<file path="src/rtl/hamming_pkg.sv">
// Shared Hamming code geometry helpers and mode encodings for the stream codec.
package hamming_pkg;

   localparam logic MODE_ENC = 1'b0;
   localparam logic MODE_DEC = 1'b1;

   // Smallest p with 2^p >= dw + p + 1.
   function automatic int calc_pw(input int dw);
      int p;
      p = 0;
      for (int i = 30; i >= 1; i--)
         if ((1 << i) >= dw + i + 1) p = i;
      return p;
   endfunction

   function automatic bit is_pow2(input int k);
      return (k > 0) && ((k & (k - 1)) == 0);
   endfunction

   // 1-based code position of data bit idx; parity positions are skipped.
   function automatic int data_pos(input int idx);
      int pos;
      int n;
      pos = 0;
      n   = 0;
      for (int k = 1; k < 128; k++)
         if (!is_pow2(k)) begin
            if (n == idx) pos = k;
            n++;
         end
      return pos;
   endfunction

endpackage

</file>
<file path="src/rtl/hamming_syndrome.sv">
// Hamming syndrome: XOR of the 1-based indices of all set code bits.
// Latency: combinational.
// Backpressure: none, pure function of its input.
module hamming_syndrome #(
   parameter int CW = 15,
   parameter int PW = 4
) (
   input  logic [CW-1:0] code,
   output logic [PW-1:0] syn
);

   always_comb begin
      syn = '0;
      for (int k = 1; k <= CW; k++)
         if (code[k-1]) syn = syn ^ PW'(k);
   end

endmodule

</file>
<file path="src/rtl/hamming_stream_codec.sv">
// Per-word Hamming encoder/corrector on a valid/ready stream, with saturating statistics.
// Latency: 2 cycles input handshake to out_valid; 1 word/cycle throughput.
// Backpressure: both stages hold while out_valid && !out_ready; in_ready follows that stall.
module hamming_stream_codec
   import hamming_pkg::*;
#(
   parameter int DW     = 11,
   parameter int SECDED = 0,
   parameter int CNTW   = 16,
   localparam int PW    = calc_pw(DW),
   localparam int CW    = DW + PW,
   localparam int IW    = CW + SECDED
) (
   input  logic            clk,
   input  logic            reset,
   input  logic            in_valid,
   output logic            in_ready,
   input  logic            in_mode,
   input  logic [IW-1:0]   in_data,
   output logic            out_valid,
   input  logic            out_ready,
   output logic            out_mode,
   output logic [IW-1:0]   out_data,
   output logic            out_err,
   output logic            out_dbl,
   output logic [PW-1:0]   out_syn,
   input  logic            clr_cnt,
   output logic [CNTW-1:0] cnt_words,
   output logic [CNTW-1:0] cnt_corr,
   output logic [CNTW-1:0] cnt_uncorr
);

   typedef struct packed {
      logic          vld;
      logic          mode;
      logic          op;
      logic [PW-1:0] syn;
      logic [CW-1:0] word;
   } s1_t;

   s1_t           s1_q;
   logic          en;
   logic          dec;
   logic          hs;
   logic [CW-1:0] placed;
   logic [CW-1:0] syn_in;
   logic [PW-1:0] syn_c;
   logic          op_c;
   logic          in_range;
   logic          err_c;
   logic          dbl_c;
   logic          flip_c;
   logic [CW-1:0] code_c;
   logic [CW-1:0] fixed_c;
   logic [DW-1:0] data_c;
   logic [IW-1:0] res_c;

   assign en       = !out_valid || out_ready;
   assign in_ready = en;

   always_comb begin
      placed = '0;
      for (int i = 0; i < DW; i++) placed[data_pos(i)-1] = in_data[i];
   end

   // Encode reuses the syndrome tree: with parity slots zero, the syndrome is the parity.
   assign syn_in = (in_mode == MODE_DEC) ? in_data[CW-1:0] : placed;

   hamming_syndrome #(.CW(CW), .PW(PW)) u_syn (
      .code (syn_in),
      .syn  (syn_c)
   );

   // Without the overall bit, any nonzero syndrome is treated as an odd-weight error.
   assign op_c = (SECDED != 0) ? (^in_data) : (syn_c != '0);

   always_ff @(posedge clk) begin
      if (reset) begin
         s1_q <= '0;
      end else if (en) begin
         s1_q.vld  <= in_valid;
         s1_q.mode <= in_mode;
         s1_q.op   <= op_c;
         s1_q.syn  <= syn_c;
         s1_q.word <= (in_mode == MODE_DEC) ? in_data[CW-1:0] : placed;
      end
   end

   assign dec      = (s1_q.mode == MODE_DEC);
   assign in_range = (int'(s1_q.syn) <= CW);

   always_comb begin
      err_c  = 1'b0;
      dbl_c  = 1'b0;
      flip_c = 1'b0;
      if (s1_q.syn == '0) begin
         err_c = s1_q.op;
      end else if (s1_q.op && in_range) begin
         flip_c = 1'b1;
         err_c  = 1'b1;
      end else begin
         dbl_c = 1'b1;
      end
   end

   always_comb begin
      code_c = s1_q.word;
      for (int j = 0; j < PW; j++) code_c[(1 << j) - 1] = s1_q.syn[j];
      fixed_c = s1_q.word;
      for (int k = 1; k <= CW; k++)
         if (flip_c && (s1_q.syn == PW'(k))) fixed_c[k-1] = ~fixed_c[k-1];
      data_c = '0;
      for (int i = 0; i < DW; i++) data_c[i] = fixed_c[data_pos(i)-1];
      if (dec) begin
         res_c = IW'(data_c);
      end else begin
         res_c = IW'(code_c);
         if (SECDED != 0) res_c[IW-1] = ^code_c;
      end
   end

   always_ff @(posedge clk) begin
      if (reset) begin
         out_valid <= 1'b0;
         out_mode  <= 1'b0;
         out_data  <= '0;
         out_err   <= 1'b0;
         out_dbl   <= 1'b0;
         out_syn   <= '0;
      end else if (en) begin
         out_valid <= s1_q.vld;
         out_mode  <= s1_q.mode;
         out_data  <= res_c;
         out_err   <= dec && err_c;
         out_dbl   <= dec && dbl_c;
         out_syn   <= dec ? s1_q.syn : '0;
      end
   end

   assign hs = out_valid && out_ready;

   always_ff @(posedge clk) begin
      if (reset || clr_cnt) begin
         cnt_words  <= '0;
         cnt_corr   <= '0;
         cnt_uncorr <= '0;
      end else if (hs) begin
         if (cnt_words != '1) cnt_words <= cnt_words + CNTW'(1);
         if ((out_mode == MODE_DEC) && out_err && (cnt_corr != '1))
            cnt_corr <= cnt_corr + CNTW'(1);
         if ((out_mode == MODE_DEC) && out_dbl && (cnt_uncorr != '1))
            cnt_uncorr <= cnt_uncorr + CNTW'(1);
      end
   end

endmodule
</file>
<file path="config.mk">
export PLATFORM = sky130hd
export DESIGN_NAME = hamming_stream_codec
export DESIGN_NICKNAME = d
export VERILOG_FILES = /design/src/rtl/hamming_pkg.sv /design/src/rtl/hamming_syndrome.sv /design/src/rtl/hamming_stream_codec.sv
export SDC_FILE = /design/constraint.sdc
export NUM_CORES = 1
export LEC_CHECK = 0
export CAP_MARGIN = 25
export CORE_MARGIN = 10
export CORE_UTILIZATION = 25
export CTS_CLUSTER_DIAMETER = 40
export DETAILED_ROUTE_END_ITERATION = 16
export DONT_BUFFER_PORTS = 1
export SLEW_MARGIN = 25
export SYNTH_ARGS = -nofsm -noshare
export SYNTH_HDL_FRONTEND = slang
export SYNTH_SLANG_ARGS = --single-unit
</file>
<file path="constraint.sdc">
create_clock -name clk -period 4.7 [get_ports clk]
set_clock_uncertainty 0.05 [all_clocks]
set_input_delay 0.47 -clock clk [delete_from_list [all_inputs] [get_ports clk]]
set_output_delay 0.47 -clock clk [all_outputs]
set_load 0.01 [all_outputs]
</file>
==> impl_metrics.toml, run 1 <==
[status]
status = "completed"

[timing]
fin_tns_setup_ns = 0
final.setup.worst_slack_ns = 1.893
final_min_period_over_clock_period_pct = 59.73
period_needed_ns = 2.807
tightestPinTransition_ns = 0.9388
finalHoldViolations = 0
slew_viol_final = 0
timing.fmax_mhz = 356.2
relSlewSlack_pct = 37.28
number_of_setup_violations_in_the_final_report = 0
holdWs_ns = 0.1554
grt_setup_unrepaired = "false"

[cells_and_area]
filler_cell_count = 1858
finish.net_count = 521
final_layout_size_suffix_gt1_share_pct = 5.378
area_growth_pct = 11.09
multi_input_comb_area_sq_mm = 0.002442
commonest_cells_after_routing_fill_and_taps_aside = "95 x sky130_fd_sc_hd__nor2_1, 88 x sky130_fd_sc_hd__dfxtp_1, 45 x sky130_fd_sc_hd__xor2_1"
postLayoutCoreUtil_pct = 28.30
layout.cells.most_common = "sky130_fd_sc_hd__nor2_1"
register_area_sq_mm = 0.001783
antenna_cells_inserted = 0

[floorplan]
core-area_sq_mm = 0.01724
start_util_pct = 25.47
std_cell_rows = 48
floorplan.io_pins = 93
die_h_microns = 152.5
dieArea_sq_mm = 0.02326
die_width_microns = 152.5

[synth]
synthesized_area_per_cell_sq_um = 8.427
syn_area_sq_mm = 0.004390
post-synth-top-area-cell = "sky130_fd_sc_hd__dfxtp_1"
postSynthCellCount = 521
ys_seq_area_share_pct = 40.58
post_synth_main_area_contributors = "sky130_fd_sc_hd__dfxtp_1 41%, sky130_fd_sc_hd__xor2_1 9.0%, sky130_fd_sc_hd__nor2_1 8.1%"
synth_seq_cells = 89
post_synth_num_cell_types = 46
synth_top_area_share_pct = 40.58
postSynthNetCount = 545
synthesis.yosys.warnings = 0

[critical_path]
cp_slowest_cell = "sky130_fd_sc_hd__nor2b_4"
required_ns = 4.18
critical_path.top_delay_family = "simple AND/OR/NAND/NOR gates"
timing.reg2reg.worst_path_depth = 4
critPathArrivalTime_ns = 2.29
max_stage_delay_ns = 0.85
timing.critical_path.to_type = "primary output"
startpoint_type_of_the_worst_setup_path = "flip-flop"
crit_chain = "nor2b_4 > inv_2"
worstPathBufferInverterCount = 1
critical_path_cell_count = 2
worstSetupPathType = "flip-flop to primary output"
critical_path_peak_fanout = 42

[power_and_ir_drop]
vdd.ir_drop.worst_mv = 0.1915
leakage_uw = 0.001649
total_power_uw = 1889
power_density_mw_per_mm2 = 387.4

[clock_network]
cts.htree.levels = 3
cts_tree = "yes"
cts_buffers = 9
ctsLongestPathBuffers = 2
clockRootBuffer = "sky130_fd_sc_hd__clkbuf_16"
numClockSinks = 89
clk_pin_slew_worst_paths_ns = 0.06
buffer_count_from_post_cts_setup_fixing = 0
holdBufCountCts = 0
worst_skew_pair.late_latency_ns = 0.34
post_cts_resized = 0

[flow_run]
max_cap_check_violation_count = 0

[hold_path]
timing.hold.worst_path_depth = 1
hold_path_class = "primary input to flip-flop"

[detailed_routing]
drt-vias-per-instance = 4.619
dr_total_vias = 3358
final_antenna_net_count = 0
remaining_drc_errors = 0
detail_route.iter0.violations = 96
detail_route.first_pass.iterations = 4
avgRoutedWirePerCell_microns = 15.01
route.final.wire_length_microns = 10920

[grt]
grtUsageTotal_pct = 9.166
first_global_vias = 3121
grt_max_degree = 49
first_pass_grt_wire_length_microns = 17440
antenna_found_initial = 0
grt.overflow.total = 0

[place]
post-place-ws_ns = 2.258
gp_congestion = 0.7641
buffer_ports.inserted = 0
dp_hpwl_microns = 7916
==> Yosys cell counts (all sizes together) <==
cell and count:
nor2 95, dfxtp 89, xor2 45, nand2 36
a21oi 32, xnor2 31, nand3 26, clkbuf 24
a211oi 18, mux2i 18, nand4 15, nor3 15
and3 11, buf 11, a311oi 6, and4 6
nand3b 5, o21ai 5, or3 4, a31oi 3
ha 3, inv 3, nor2b 3, nor3b 3
nand2b 2, or2 2, a41oi 1, and2 1
nor4 1, nor4b 1, o2111a 1, o211ai 1
o22ai 1, o31a 1, or2b 1, or3b 1
==> final timing paths <==
kind,from,end,slack [ns]
min,reset,out_data[0],0.16
max reg2reg,out_valid,code_c[8],2.27
max,out_valid,in_ready,1.89
min reg2reg,s1_q[21],s1_q[21],0.40
==> layout make-up <==
type                       count  share of cell area [%]
tap                          225                   5.772
inverter                       3                  0.2309
clock inverter                 6                   2.668
clock buffer                  10                   4.695
multi-input combinational    394                   50.08
sequential                    89                   36.56
==> per-stage QoR <==
| stage | cells | cell area, sq um |
|---|---|---|
| final | 727 | 4877 |
| after global routing | 727 | 4877 |
| after CTS | 727 | 4876 |
| after detailed placement | 711 | 4517 |
| after global placement | 711 | 4517 |
| after floorplan | 521 | 4390 |
==> metal layers <==
metal,vias up,global-route usage [%],wire length (microns)
met5,-,0,0
met2,76,13.74,4703
met3,14,5.334,1204
li1,1750,-,-
met1,1518,10.62,4852
met4,0,3.270,155
==> flip-flops by register name, indices dropped and copies added, names as in the netlist <==
signal / flops
code_c: 15
out_err: 1
cnt_words: 16
out_data: 15
out_mode: 1
cnt_uncorr: 16
out_dbl: 1
s1_q: 2
dec: 1
out_syn: 4
cnt_corr: 16
out_valid: 1
==> power by group <==
part | total (uW) | internal [uW] | switching, uW
logic | 164 | 80.4 | 83.8
clock network | 868 | 572 | 296
registers | 857 | 789 | 68.5
==> cell families (layout without fill, tap and decap cells) <==
logic type      count (synthesis)  count (layout)  synth area share, %
fa+ha+maj                       3               3               0.8550
buf+inv                        38              19                3.961
flops                          89              89                40.58
xor+xnor                       76              76                15.16
simple gates                  228             228                24.79
compound gates                 69              69                10.46
mux                            18              18                4.189
(Power assumes the default switching activity.)
==> run 2, diff against run 1 <==
==> constraint.sdc (replaced) <==
create_clock -name clk -period 2.85 [get_ports clk]
set_clock_uncertainty 0.05 [all_clocks]
set_input_delay 0.285 -clock clk [delete_from_list [all_inputs] [get_ports clk]]
set_output_delay 0.285 -clock clk [all_outputs]
set_load 0.01 [all_outputs]
==> impl_metrics.toml, run 2 (synthesis gave the netlist of run 1 again) <==
[clock_network]
numClockSinks = 89
clockRootBuffer = "sky130_fd_sc_hd__clkbuf_16"
cts.htree.levels = 3
clk_pin_slew_worst_paths_ns = 0.07
post_cts_resized = 0
cts_buffers = 9
cts_tree = "yes"
worst_skew_pair.late_latency_ns = 0.35
ctsLongestPathBuffers = 2

[cells_and_area]
finish.net_count = 525
area_growth_pct = 11.88
final_layout_size_suffix_gt1_share_pct = 5.929
layoutNonFillerInstCount = 732
commonest_cells_after_routing_fill_and_taps_aside = "95 x sky130_fd_sc_hd__nor2_1, 89 x sky130_fd_sc_hd__dfxtp_1, 45 x sky130_fd_sc_hd__xor2_1"
layout.cells.most_common = "sky130_fd_sc_hd__nor2_1"
largestRegisters = "cnt_corr x16, cnt_uncorr x16, cnt_words x16"

[power_and_ir_drop]
total_power_uw = 3020
power_density_mw_per_mm2 = 614.7
leakage_uw = 0.001662
vdd.ir_drop.worst_mv = 0.3814

[hold_path]
hold_path.startpoint = "in_valid"
worstHoldEndpoint = "s1_q[21]"
hold_path_class = "primary input to flip-flop"
timing.hold.worst_path_depth = 2

[timing]
slew_viol_final = 0
period_needed_ns = 2.165
fin_tns_setup_ns = 0
finalHoldViolations = 0
timing.fmax_mhz = 461.9
final_min_period_over_clock_period_pct = 75.96
holdWs_ns = 0.02301
number_of_setup_violations_in_the_final_report = 0
relSlewSlack_pct = 39.14
tightestPinTransition_ns = 0.9128
grt_setup_unrepaired = "false"

[critical_path]
timing.reg2reg.worst_path_depth = 6
reg2reg_slack_ns = 0.88
worstSetupPathType = "flip-flop to primary output"
worstReg2RegStart = "cnt_corr[8]"
critical_path.top_delay_family = "simple AND/OR/NAND/NOR gates"
critical_path_peak_fanout = 40
worstPathBufferInverterCount = 2
timing.critical_path.to_type = "primary output"
required_ns = 2.52
crit_chain = "nor2b_4 > inv_1 > buf_4"
critPathArrivalTime_ns = 1.83
capturing_point_of_the_worst_reg2reg_path = "cnt_corr[4]"
cp_slowest_cell = "sky130_fd_sc_hd__nor2b_4"
startpoint_type_of_the_worst_setup_path = "flip-flop"
max_stage_delay_ns = 0.56

[detailed_routing]
met1Wirelength_microns = 4635
detail_route.iter0.violations = 129
dr_total_vias = 3409
top_layer = "met4"
final_antenna_net_count = 0
detail_route.first_pass.iterations = 4
route.final.wire_length_microns = 10740
wl_met3_microns = 1254
drt-vias-per-instance = 4.657
remaining_drc_errors = 0
avgRoutedWirePerCell_microns = 14.67
wl_met2_microns = 4751

[floorplan]
floorplan.io_pins = 93
core-area_sq_mm = 0.01724
die_width_microns = 152.5
die_h_microns = 152.5
std_cell_rows = 48
start_util_pct = 25.47
dieArea_sq_mm = 0.02326

[grt]
grt.overflow.total = 0
first_global_vias = 3057
grt_max_degree = 49
first_pass_grt_wire_length_microns = 17380
grtUsageTotal_pct = 9.061
antenna_found_initial = 0

[place]
dp_hpwl_microns = 7847
place.detailed.instances = 714
gp_congestion = 0.7412
buffer_ports.inserted = 0

[status]
status = "completed"

[flow_run]
max_cap_check_violation_count = 0
-- run 2: how the worst max path moves through the flow --
stage                      start        endpoint  slack [ns]  cells past startpoint
floorplan           cnt_words[2]   cnt_words[13]        1.12                      6
global placement       out_valid  cnt_uncorr[15]        0.91                      6
detailed placement     out_valid  cnt_uncorr[15]        0.87                      6
CTS                    out_valid        in_ready        0.63                      3
global route           out_valid        in_ready        0.50                      3
finish                 out_valid        in_ready        0.69                      3
-- run 2: metal layers --
metal / GRT usage [%] / vias to the layer above
li1: - / 1762
met1: 10.98 / 1541
met2: 13.29 / 100
met3: 4.855 / 6
met4: 3.224 / 0
met5: 0 / -
-- run 2: report_power, final --
part           internal (uW)  total (uW)  switching, uW
Clock                    822        1330            505
Combinational            139         288            150
Sequential              1300        1400            105
-- run 2: what timing repair did --
| item | in CTS | in global routing |
|---|---|---|
| hold buffers | 1 | 0 |
| hold endpoints to repair | 41 | 0 |
| endpoints found under the setup margin | 0 | 0 |
| buffers inserted | 0 | 0 |
-- run 2: area by class of cell --
| class | instances | area, sq um |
|---|---|---|
| Clock inverter | 5 | 85.08 |
| Clock buffer | 11 | 252.7 |
| Timing Repair Buffer | 4 | 55.05 |
| Sequential cell | 89 | 1782 |
| Multi-Input combinational cell | 394 | 2442 |
| Fill cell | 1827 | 12320 |
| Inverter | 3 | 11.26 |
| Tap cell | 225 | 281.5 |
| Antenna cell | 1 | 2.502 |
-- run 2: through the flow --
| step | util (%) | setup WS (ns) | cell area, sq um |
|---|---|---|---|
| detailed placement | 26.41 | 0.8665 | 4552 |
| finish | 28.50 | 0.6851 | 4912 |
| global route | 28.48 | 0.4984 | 4910 |
| floorplan | - | 1.123 | 4390 |
| global placement | 26.41 | 0.9058 | 4552 |
| CTS | 28.48 | 0.6321 | 4910 |
